`src/rtl/bfcpu_mem_pkg.sv`:
```
// Shared definitions for the instruction/data memory arbitration logic:
// arbiter state encoding, requester IDs and default bus widths.
package bfcpu_mem_pkg;

    typedef enum logic [1:0] {
        IDLE = 2'd0,
        GNT0 = 2'd1,
        GNT1 = 2'd2,
        GAP  = 2'd3
    } arb_state_e;

    // Requester IDs, also used as the encoding of the round-robin pointer
    // and of the error-source flag.
    localparam logic REQ_FETCH  = 1'b0;
    localparam logic REQ_LOADER = 1'b1;

    localparam int DEFAULT_ADDR_WIDTH = 16;
    localparam int DEFAULT_DATA_WIDTH = 8;

endpackage

```
`src/rtl/mem_watchdog.sv`:
```
// Saturating cycle counter with synchronous clear and count enable.
// tc flags the cycle in which the count sits at TIMEOUT_CYCLES-1 while
// enabled; TIMEOUT_CYCLES = 0 disables tc entirely.
module mem_watchdog #(
    parameter int TIMEOUT_CYCLES = 1024
) (
    input  logic clk,
    input  logic rst,
    input  logic clr,
    input  logic en,
    output logic tc
);

    localparam int CNT_W = (TIMEOUT_CYCLES > 0) ? $clog2(TIMEOUT_CYCLES + 1) : 1;
    localparam logic [CNT_W-1:0] CNT_MAX = '1;
    localparam logic [CNT_W-1:0] TC_VAL  = CNT_W'(TIMEOUT_CYCLES - 1);

    logic [CNT_W-1:0] cnt_q;
    logic [CNT_W-1:0] cnt_d;

    // Next count: clear wins, otherwise count up while enabled and saturate.
    always_comb begin
        // NOTE: every variable gets a default before any branch so no path
        // leaves it unassigned, which would otherwise infer a latch.
        cnt_d = cnt_q;
        if (clr) begin
            cnt_d = '0;
        end else if (en && (cnt_q != CNT_MAX)) begin
            cnt_d = cnt_q + 1'b1;
        end
    end

    // Counter register.
    always_ff @(posedge clk) begin
        // NOTE: non-blocking assignments here so every flop samples the
        // pre-edge values, independent of statement order between blocks.
        if (rst) begin
            cnt_q <= '0;
        end else begin
            cnt_q <= cnt_d;
        end
    end

    assign tc = (TIMEOUT_CYCLES > 0) && en && (cnt_q == TC_VAL);

endmodule

```
`src/rtl/i_mem_arbiter.sv`:
```
// Instruction-memory arbiter: shares one memory port between the CPU fetch
// unit (m0, read-only) and the loader/debug port (m1, read/write). Round-robin
// arbitration, optional m1 burst lock, one forced idle cycle after every
// completed or aborted transaction, and a watchdog that aborts stuck grants.
module i_mem_arbiter
    import bfcpu_mem_pkg::*;
#(
    parameter int ADDR_WIDTH     = DEFAULT_ADDR_WIDTH,
    parameter int DATA_WIDTH     = DEFAULT_DATA_WIDTH,
    parameter int TIMEOUT_CYCLES = 1024
) (
    input  logic                  clk,
    input  logic                  rst,
    input  logic                  m0_req,
    input  logic [ADDR_WIDTH-1:0] m0_addr,
    output logic                  m0_ack,
    output logic [DATA_WIDTH-1:0] m0_rdata,
    input  logic                  m1_req,
    input  logic                  m1_we,
    input  logic                  m1_lock,
    input  logic [ADDR_WIDTH-1:0] m1_addr,
    input  logic [DATA_WIDTH-1:0] m1_wdata,
    output logic                  m1_ack,
    output logic [DATA_WIDTH-1:0] m1_rdata,
    output logic                  s_req,
    output logic                  s_we,
    output logic [ADDR_WIDTH-1:0] s_addr,
    output logic [DATA_WIDTH-1:0] s_wdata,
    input  logic                  s_ack,
    input  logic [DATA_WIDTH-1:0] s_rdata,
    output logic                  err,
    output logic                  err_src
);

    arb_state_e state_q, state_d;
    logic       last_q, last_d;        // requester granted most recently
    logic       err_q, err_d;
    logic       err_src_q, err_src_d;
    logic       lock_gap_q, lock_gap_d; // one-cycle req drop allowed after a locked ack

    logic in_gnt;
    logic done;
    logic wdog_tc;

    assign in_gnt = (state_q == GNT0) || (state_q == GNT1);
    // s_req is already forced low in reset, so done and the acks are too.
    assign done   = s_ack && s_req;

    mem_watchdog #(
        .TIMEOUT_CYCLES(TIMEOUT_CYCLES)
    ) u_wdog (
        .clk (clk),
        .rst (rst),
        .clr (!in_gnt || done),
        .en  (in_gnt),
        .tc  (wdog_tc)
    );

    // Memory-side mux and requester acks; everything idles low during reset.
    always_comb begin
        s_req   = 1'b0;
        s_we    = 1'b0;
        s_addr  = '0;
        s_wdata = '0;
        if (!rst) begin
            case (state_q)
                GNT0: begin
                    s_req  = m0_req;
                    s_addr = m0_addr;
                end
                GNT1: begin
                    s_req   = m1_req;
                    s_we    = m1_we;
                    s_addr  = m1_addr;
                    s_wdata = m1_wdata;
                end
                default: ;
            endcase
        end
        m0_ack = (state_q == GNT0) && done;
        m1_ack = (state_q == GNT1) && done;
    end

    assign m0_rdata = s_rdata;
    assign m1_rdata = s_rdata;

    // Arbitration and transaction sequencing.
    always_comb begin
        state_d    = state_q;
        last_d     = last_q;
        err_d      = 1'b0;
        err_src_d  = err_src_q;
        lock_gap_d = 1'b0;
        case (state_q)
            IDLE: begin
                // On contention the requester that did not go last wins.
                if (m0_req && (!m1_req || (last_q == REQ_LOADER))) begin
                    state_d = GNT0;
                    last_d  = REQ_FETCH;
                end else if (m1_req) begin
                    state_d = GNT1;
                    last_d  = REQ_LOADER;
                end
            end
            GNT0: begin
                if (done) begin
                    state_d = GAP;
                end else if (!m0_req) begin
                    state_d = IDLE;
                end else if (wdog_tc) begin
                    state_d   = GAP;
                    err_d     = 1'b1;
                    err_src_d = REQ_FETCH;
                end
            end
            GNT1: begin
                if (done) begin
                    // A locked burst keeps the grant; the loader supplies the
                    // idle cycle itself by dropping m1_req once.
                    if (m1_lock) begin
                        lock_gap_d = 1'b1;
                    end else begin
                        state_d = GAP;
                    end
                end else if (!m1_req) begin
                    if (!(lock_gap_q && m1_lock)) begin
                        state_d = IDLE;
                    end
                end else if (wdog_tc) begin
                    state_d   = GAP;
                    err_d     = 1'b1;
                    err_src_d = REQ_LOADER;
                end
            end
            GAP: begin
                state_d = IDLE;
            end
            default: begin
                state_d = IDLE;
            end
        endcase
    end

    // State registers; last resets to the loader so fetch wins first.
    always_ff @(posedge clk) begin
        if (rst) begin
            state_q    <= IDLE;
            last_q     <= REQ_LOADER;
            err_q      <= 1'b0;
            err_src_q  <= REQ_FETCH;
            lock_gap_q <= 1'b0;
        end else begin
            state_q    <= state_d;
            last_q     <= last_d;
            err_q      <= err_d;
            err_src_q  <= err_src_d;
            lock_gap_q <= lock_gap_d;
        end
    end

    assign err     = err_q;
    assign err_src = err_src_q;

endmodule

```
`config.mk`:
```
export PLATFORM = sky130hd
export DESIGN_NAME = i_mem_arbiter
export DESIGN_NICKNAME = d
export VERILOG_FILES = /design/src/rtl/bfcpu_mem_pkg.sv /design/src/rtl/mem_watchdog.sv /design/src/rtl/i_mem_arbiter.sv
export SDC_FILE = /design/constraint.sdc
export NUM_CORES = 1
export LEC_CHECK = 0
export ABC_AREA = 1
export CAP_MARGIN = 20
export CORE_UTILIZATION = 32
export CTS_BUF_LIST = sky130_fd_sc_hd__clkbuf_8 sky130_fd_sc_hd__clkbuf_16
export CTS_CLUSTER_SIZE = 8
export DETAILED_ROUTE_END_ITERATION = 10
export GPL_TIMING_DRIVEN = 1
export HOLD_SLACK_MARGIN = 0.05
export PLACE_DENSITY = 0.79
export SETUP_SLACK_MARGIN = 0.02
export SLEW_MARGIN = 10
export SYNTH_ARGS = -nofsm -noshare
export SYNTH_HDL_FRONTEND = slang
export SYNTH_SLANG_ARGS = --single-unit
```
`constraint.sdc`:
```
create_clock -name clk -period 2 [get_ports clk]
set_clock_uncertainty 0.15 [all_clocks]
set_input_delay 0.6 -clock clk [delete_from_list [all_inputs] [get_ports clk]]
set_output_delay 0.6 -clock clk [all_outputs]
set_load 0.01 [all_outputs]
```
==> results of run 1 <==
==> flip-flops by register name, summed over array words and instances, names as in the netlist <==
register      flops
u_wdog.cnt_q     11
state_q           2
last_q            1
err               1
lock_gap_q        1
err_src           1
==> how the worst max path moves through the flow <==
stage	to	start	depth (start not counted)
CTS	s_addr[6]	state_q[0]	8
floorplan	s_addr[10]	state_q[0]	7
global route	s_addr[6]	state_q[0]	8
detailed placement	s_addr[7]	rst	6
finish	s_addr[6]	state_q[0]	8
global placement	s_addr[6]	rst	6
==> metal layers <==
layer	track usage, %	share of wire (%)
met2	30.16	48
met1	20.09	42
met5	0	0
met4	6.889	1.4
met3	5.772	8.3
==> power groups by stage <==
stage                     clock network [µW]  registers (µW)  logic [µW]
after global placement                     0             394        1150
after global routing                     285             389        1320
after detailed placement                   0             395        1160
after CTS                                269             385        1180
after floorplan                            0             392         751
final                                    254             386        1200
==> final cells by class <==
cell class | instances | area [µm²]
fill | 427 | 1907
sequential | 17 | 342.8
clock inverter | 1 | 3.754
clock buffer | 3 | 41.29
multi-input combinational | 177 | 1059
tap | 52 | 65.06
timing repair buffer | 104 | 899.6
inverter | 25 | 96.34
==> through the flow <==
step / worst slack [ps] / cells / setup TNS [ps]
6_report: -300.2 / 379 / -6413
5_1_grt: -369.5 / 379 / -8983
4_1_cts: -313.7 / 377 / -7834
3_5_place_dp: -868.5 / 370 / -23780
3_3_place_gp: -825.7 / 370 / -23260
2_1_floorplan: -50.71 / 243 / -507.1
==> Yosys cell counts, types with 2 or more instances <==
master | number | area share, %
a21oi_1 | 28 | 9.4
a21oi_2 | 2 | 1.2
buf_4 | 16 | 8.1
clkbuf_1 | 5 | 1.3
dfxtp_1 | 17 | 23
ha_1 | 5 | 4.2
inv_1 | 23 | 5.8
nand2_1 | 81 | 20
nand2_2 | 5 | 2.1
nand3_1 | 5 | 1.7
nand4_1 | 2 | 0.84
nor2_1 | 23 | 5.8
nor2_2 | 2 | 0.84
nor2_4 | 2 | 1.5
nor3_1 | 3 | 1.0
o21ai_0 | 6 | 2.0
xor2_1 | 2 | 1.2
==> cells by family after synthesis <==
family	count (synthesis)	synth area share [%]
flops	17	22.82
xor+xnor	3	1.762
fa+ha+maj	5	4.195
simple gates	130	39.43
buf+inv	49	17.11
compound gates	39	14.68
==> repair_timing <==
item                                    in CTS  in global routing
pin swaps                                    4                  1
buffers inserted                             4                  2
resized for setup                          102                 22
cloned                                       0                  0
endpoints found under the setup margin      30                 30
==> critical path: stages, from the launching register on <==
cell	delay [ps]
dfxtp_2	340
inv_2	60
ha_4	260
inv_2	40
nor2_4	110
inv_2	70
buf_12	160
a21oi_4	130
buf_6	120
==> run metrics, run 1 <==
leakage power between 0.001 and 0.0015 µW; sequential power share about a fifth; I/O pin total a little over 100; Clock Latency Late Sink ~250 ps; ANT cells 0; final setup fails 28; Cell Int Power 1054 µW; crit-path max FO 11; crit path time final 2300 ps; post-synth cell types 33; number of max-cap violations 0; vias in the first global route around 1,600; Crit. End Element primary output; fin crit share 115.0%; hold_sp last_q; Async SR Flop Fraction 0%; vias per inst between 4 and 5; hold buffer count at cts 0; Final #Nets roughly 390; worst r2r dst state_q[0]; CTS Buffer Depth 2; Cell Area, Synth roughly 1500 µm²; crit path kind reg2out; Final Hold Fails 0; Post-Syn Nets 303; crit path DAT 1550 ps; Die Ht around 70 µm; PnR Total Power around 1800 µW; most common cell after layout, fill and taps aside nand2_1; outcome complete, but fails checks; RD Place Congestion between 0.7 and 0.8; Ys Warns 0; synthesized flop and latch total 17; Seq/Total Area, Yosys between 20% and 30%; Worst Path Required between 1000 and 1500 ps; CTS Root Cell clkbuf_8; Comb power frac between 60% and 70%; H-tree level count 1; NetSw 787.8 µW; gr ovfl total 0; Sw Ratio between 40 and 50%; Iter 0 DRT Violations 30; clock sink total 17; CP Launch Type flip-flop; clock slew at reported path FFs 60 ps; initial antenna violation count 0; leading register cell type out of synthesis dfxtp_1; DR WL/cell 11.05 µm; die width 70.27 µm; Reg2Reg Setup Slack roughly 150 ps; initial core utilization between 30% and 40%; failing checks negative setup slack; reg2reg start state_q[0]; Vias 1,710; hpwl dp around 3400 µm; EDFF count, synth 0; setup ws final -300.2 ps; post-route cell area between 2000 and 3000 µm²; share of layout cells above drive strength 1 31.19%; die area approximately 4900 µm²; Gate Count Post-Synth between 200 and 250; routed wire length between 4000 and 5000 µm; FMAX 434.8 MHz; Synth-to-Final Area Change 68.12%; Worst Hold Endpoint last_q; hold_ws roughly 330 ps; CORE AREA between 4000 and 5000 µm²; largest net degree at the start of global routing 14; Post-DP Area about 2500 µm²; clock buffer count from CTS 3; commonest non-fill, non-tap cells in the layout nand2_1, clkdlybuf4s50_1, buf_4, nor2_1, inv_1; Total GRT Usage between 10% and 20%; FF-to-FF path depth 12; Routed Antenna Nets 0; row cnt 24; synthesized area per cell between 6 and 7 µm²; IO buf count 76; drc violations 0; router iterations before antenna repair 4; Slew Viols, Final 0; maximum VDD drop 462.9 µV; Power per Cell Area between 700 and 800 nW/µm²; CTS tree built; Slew @ Worst Pin around 220 ps; slew margin rel. between 80% and 90%; RSZ-0062 raised after global routing yes; Hold/Removal Path Class reg2reg; hold-critical path depth 2; fin util between 50% and 60%; first-pass GRT wire length 7017 µm; clock power share roughly 14%
Note: power is estimated with default switching activity, not from simulation.
==> run 2, diff against run 1 <==
CTS_CLUSTER_DIAMETER = 50   (was not set)
==> results of run 2 <==
The final DEF is identical to that of run 1; final timing and power are the same.
==> run 3, diff against run 2 <==
--- a/config.mk
+++ b/config.mk
@@ -16,3 +16,3 @@
 export HOLD_SLACK_MARGIN = 0.05
-export PLACE_DENSITY = 0.79
+export PLACE_DENSITY_LB_ADDON = 0.3
 export SETUP_SLACK_MARGIN = 0.02
==> constraint.sdc (replaced) <==
create_clock -name clk -period 2 [get_ports clk]
set_clock_uncertainty 0.15 [all_clocks]
set_input_delay 0.4 -clock clk [delete_from_list [all_inputs] [get_ports clk]]
set_output_delay 0.4 -clock clk [all_outputs]
set_load 0.01 [all_outputs]
==> run metrics, run 3 (same netlist as run 1, synthesis figures left out) <==
CORE AREA 4414 µm²; routed wire length between 4000 and 5000 µm; Final Hold Fails 0; Hold/Removal Path Class reg2reg; number of max-cap violations 0; reg2reg start state_q[0]; maximum VDD drop just over 400 µV; crit path time final a little over 2000 ps; worst r2r dst state_q[1]; CTS Buffer Depth 2; setup ws final -73.31 ps; hold_sp last_q; row cnt 24; ANT cells 0; Power per Cell Area approximately 770 nW/µm²; Clock Latency Late Sink roughly 250 ps; failing checks negative setup slack; final setup fails 21; die area 4938 µm²; slew margin rel. between 70% and 80%; RSZ-0062 raised after global routing yes; crit path DAT around 1500 ps; vias in the first global route about 1,700; hold buffer count at cts 0; hold_ws around 330 ps; CP Launch Type flip-flop; IO buf count between 70 and 80; crit path kind reg2out; PnR Total Power ~1900 µW; Slew @ Worst Pin approximately 350 ps; Crit. End Element primary output; RD Place Congestion 0.7792; most common cell after layout, fill and taps aside nand2_1; clock buffer count from CTS 3; drc violations 0; Total GRT Usage 19.42%; router iterations before antenna repair 4; first-pass GRT wire length ~7700 µm; Final #Nets 389; Slew Viols, Final 0; H-tree level count 1; Worst Path Required 1450 ps; outcome complete, but fails checks; Place WS -472.8 ps; Synth-to-Final Area Change 68.37%; clock sink total 17; hold-critical path depth 2; FF-to-FF path depth 13; fin crit share 103.7%; Biggest register u_wdog.cnt_q; CTS tree built; share of layout cells above drive strength 1 between 30 and 40%; FMAX between 400 and 500 MHz; leakage power 0.001083 µW; clock slew at reported path FFs 60 ps; hpwl dp 3793 µm; max reg flops 11; largest net degree at the start of global routing 18; Routed Antenna Nets 0; Reg2Reg Setup Slack -20 ps; fin util roughly 57%; Iter 0 DRT Violations 60; Largest regs u_wdog.cnt_q x11, state_q x2; fillers between 400 and 500; die width about 70 µm; initial core utilization about a third; Die Ht 70.27 µm; DR WL/cell 13.10 µm; Worst Hold Endpoint last_q; initial antenna violation count 0; gr ovfl total 0; I/O pin total approximately 100; vias per inst approximately 4.7; Vias between 1,500 and 2,000; commonest non-fill, non-tap cells in the layout nand2_1, clkdlybuf4s50_1, buf_2; CTS Root Cell clkbuf_8; crit-path max FO 16
[run 3: cell types whose count changed in the layout (fill, tap and decap cells not counted), moves of 4 or more]
| cell | previous run | this run |
|---|---|---|
| dlygate4sd2_1 | 5 | 1 |
| a21oi_4 | 11 | 1 |
| buf_6 | 10 | 6 |
| a21oi_2 | 8 | 17 |
| buf_2 | 13 | 25 |
| clkbuf_2 | 7 | 1 |
[run 3: where the power goes]
| group | leakage [µW] | total, µW | internal, µW | switching [µW] |
|---|---|---|---|---|
| clock network | 0.0000269 | 254 | 136 | 118 |
| registers | 0.000138 | 388 | 367 | 21.1 |
| logic | 0.000918 | 1280 | 626 | 659 |
[run 3: per-layer routing]
layer | GRT usage [%] | up-vias | routed length [µm]
met2 | 36.19 | 69 | 2539
li1 | - | 913 | -
met3 | 4.040 | 8 | 342
met4 | 5.556 | 0 | 78
met5 | 0 | - | 0
met1 | 21.89 | 807 | 2017
[run 3: metrics by stage]
stage               instances  setup TNS (ps)  cell area (µm²)
floorplan                 243               0             1546
global placement          368          -10920             2404
detailed placement        368          -11480             2404
CTS                       378           -1424             2474
global route              380           -2925             2511
finish                    380           -1154             2511
[run 3: worst max path at each step]
stage / startpoint / end / slack, ps / depth (start not counted)
after floorplan: state_q[0] / s_wdata[0] / 20 / 6
after global placement: m0_req / m1_ack / -470 / 6
after CTS: state_q[0] / s_addr[1] / -90 / 8
after global routing: state_q[0] / s_addr[10] / -160 / 8
final: state_q[0] / s_addr[0] / -70 / 8
after detailed placement: rst / s_addr[15] / -470 / 6
[run 3: layout make-up]
cell class	count	area, µm²	share of cell area [%]
multi-input cells	177	1020	40.61
repair buffers	105	939.7	37.42
flip-flops and latches	17	342.8	13.65
inverters	25	98.84	3.936
well taps	52	65.06	2.591
clock buffers	3	41.29	1.644
clock inverters	1	3.754	0.1495
[run 3: repair_timing]
item | 4_1_cts | 5_1_grt
gates resized for setup | 125 | 18
cloned | 1 | 0
pin swaps | 3 | 9
setup buffers | 5 | 2
setup endpoints to repair | 28 | 26
[run 3: worst max-delay path, cell delays in order, from the launching register on]
cell and delay [ps]:
dfxtp_2 350, inv_4 50, ha_4 260, inv_2 40, nor2_4 110, inv_2 60
buf_12 150, a21oi_1 110, buf_2 140
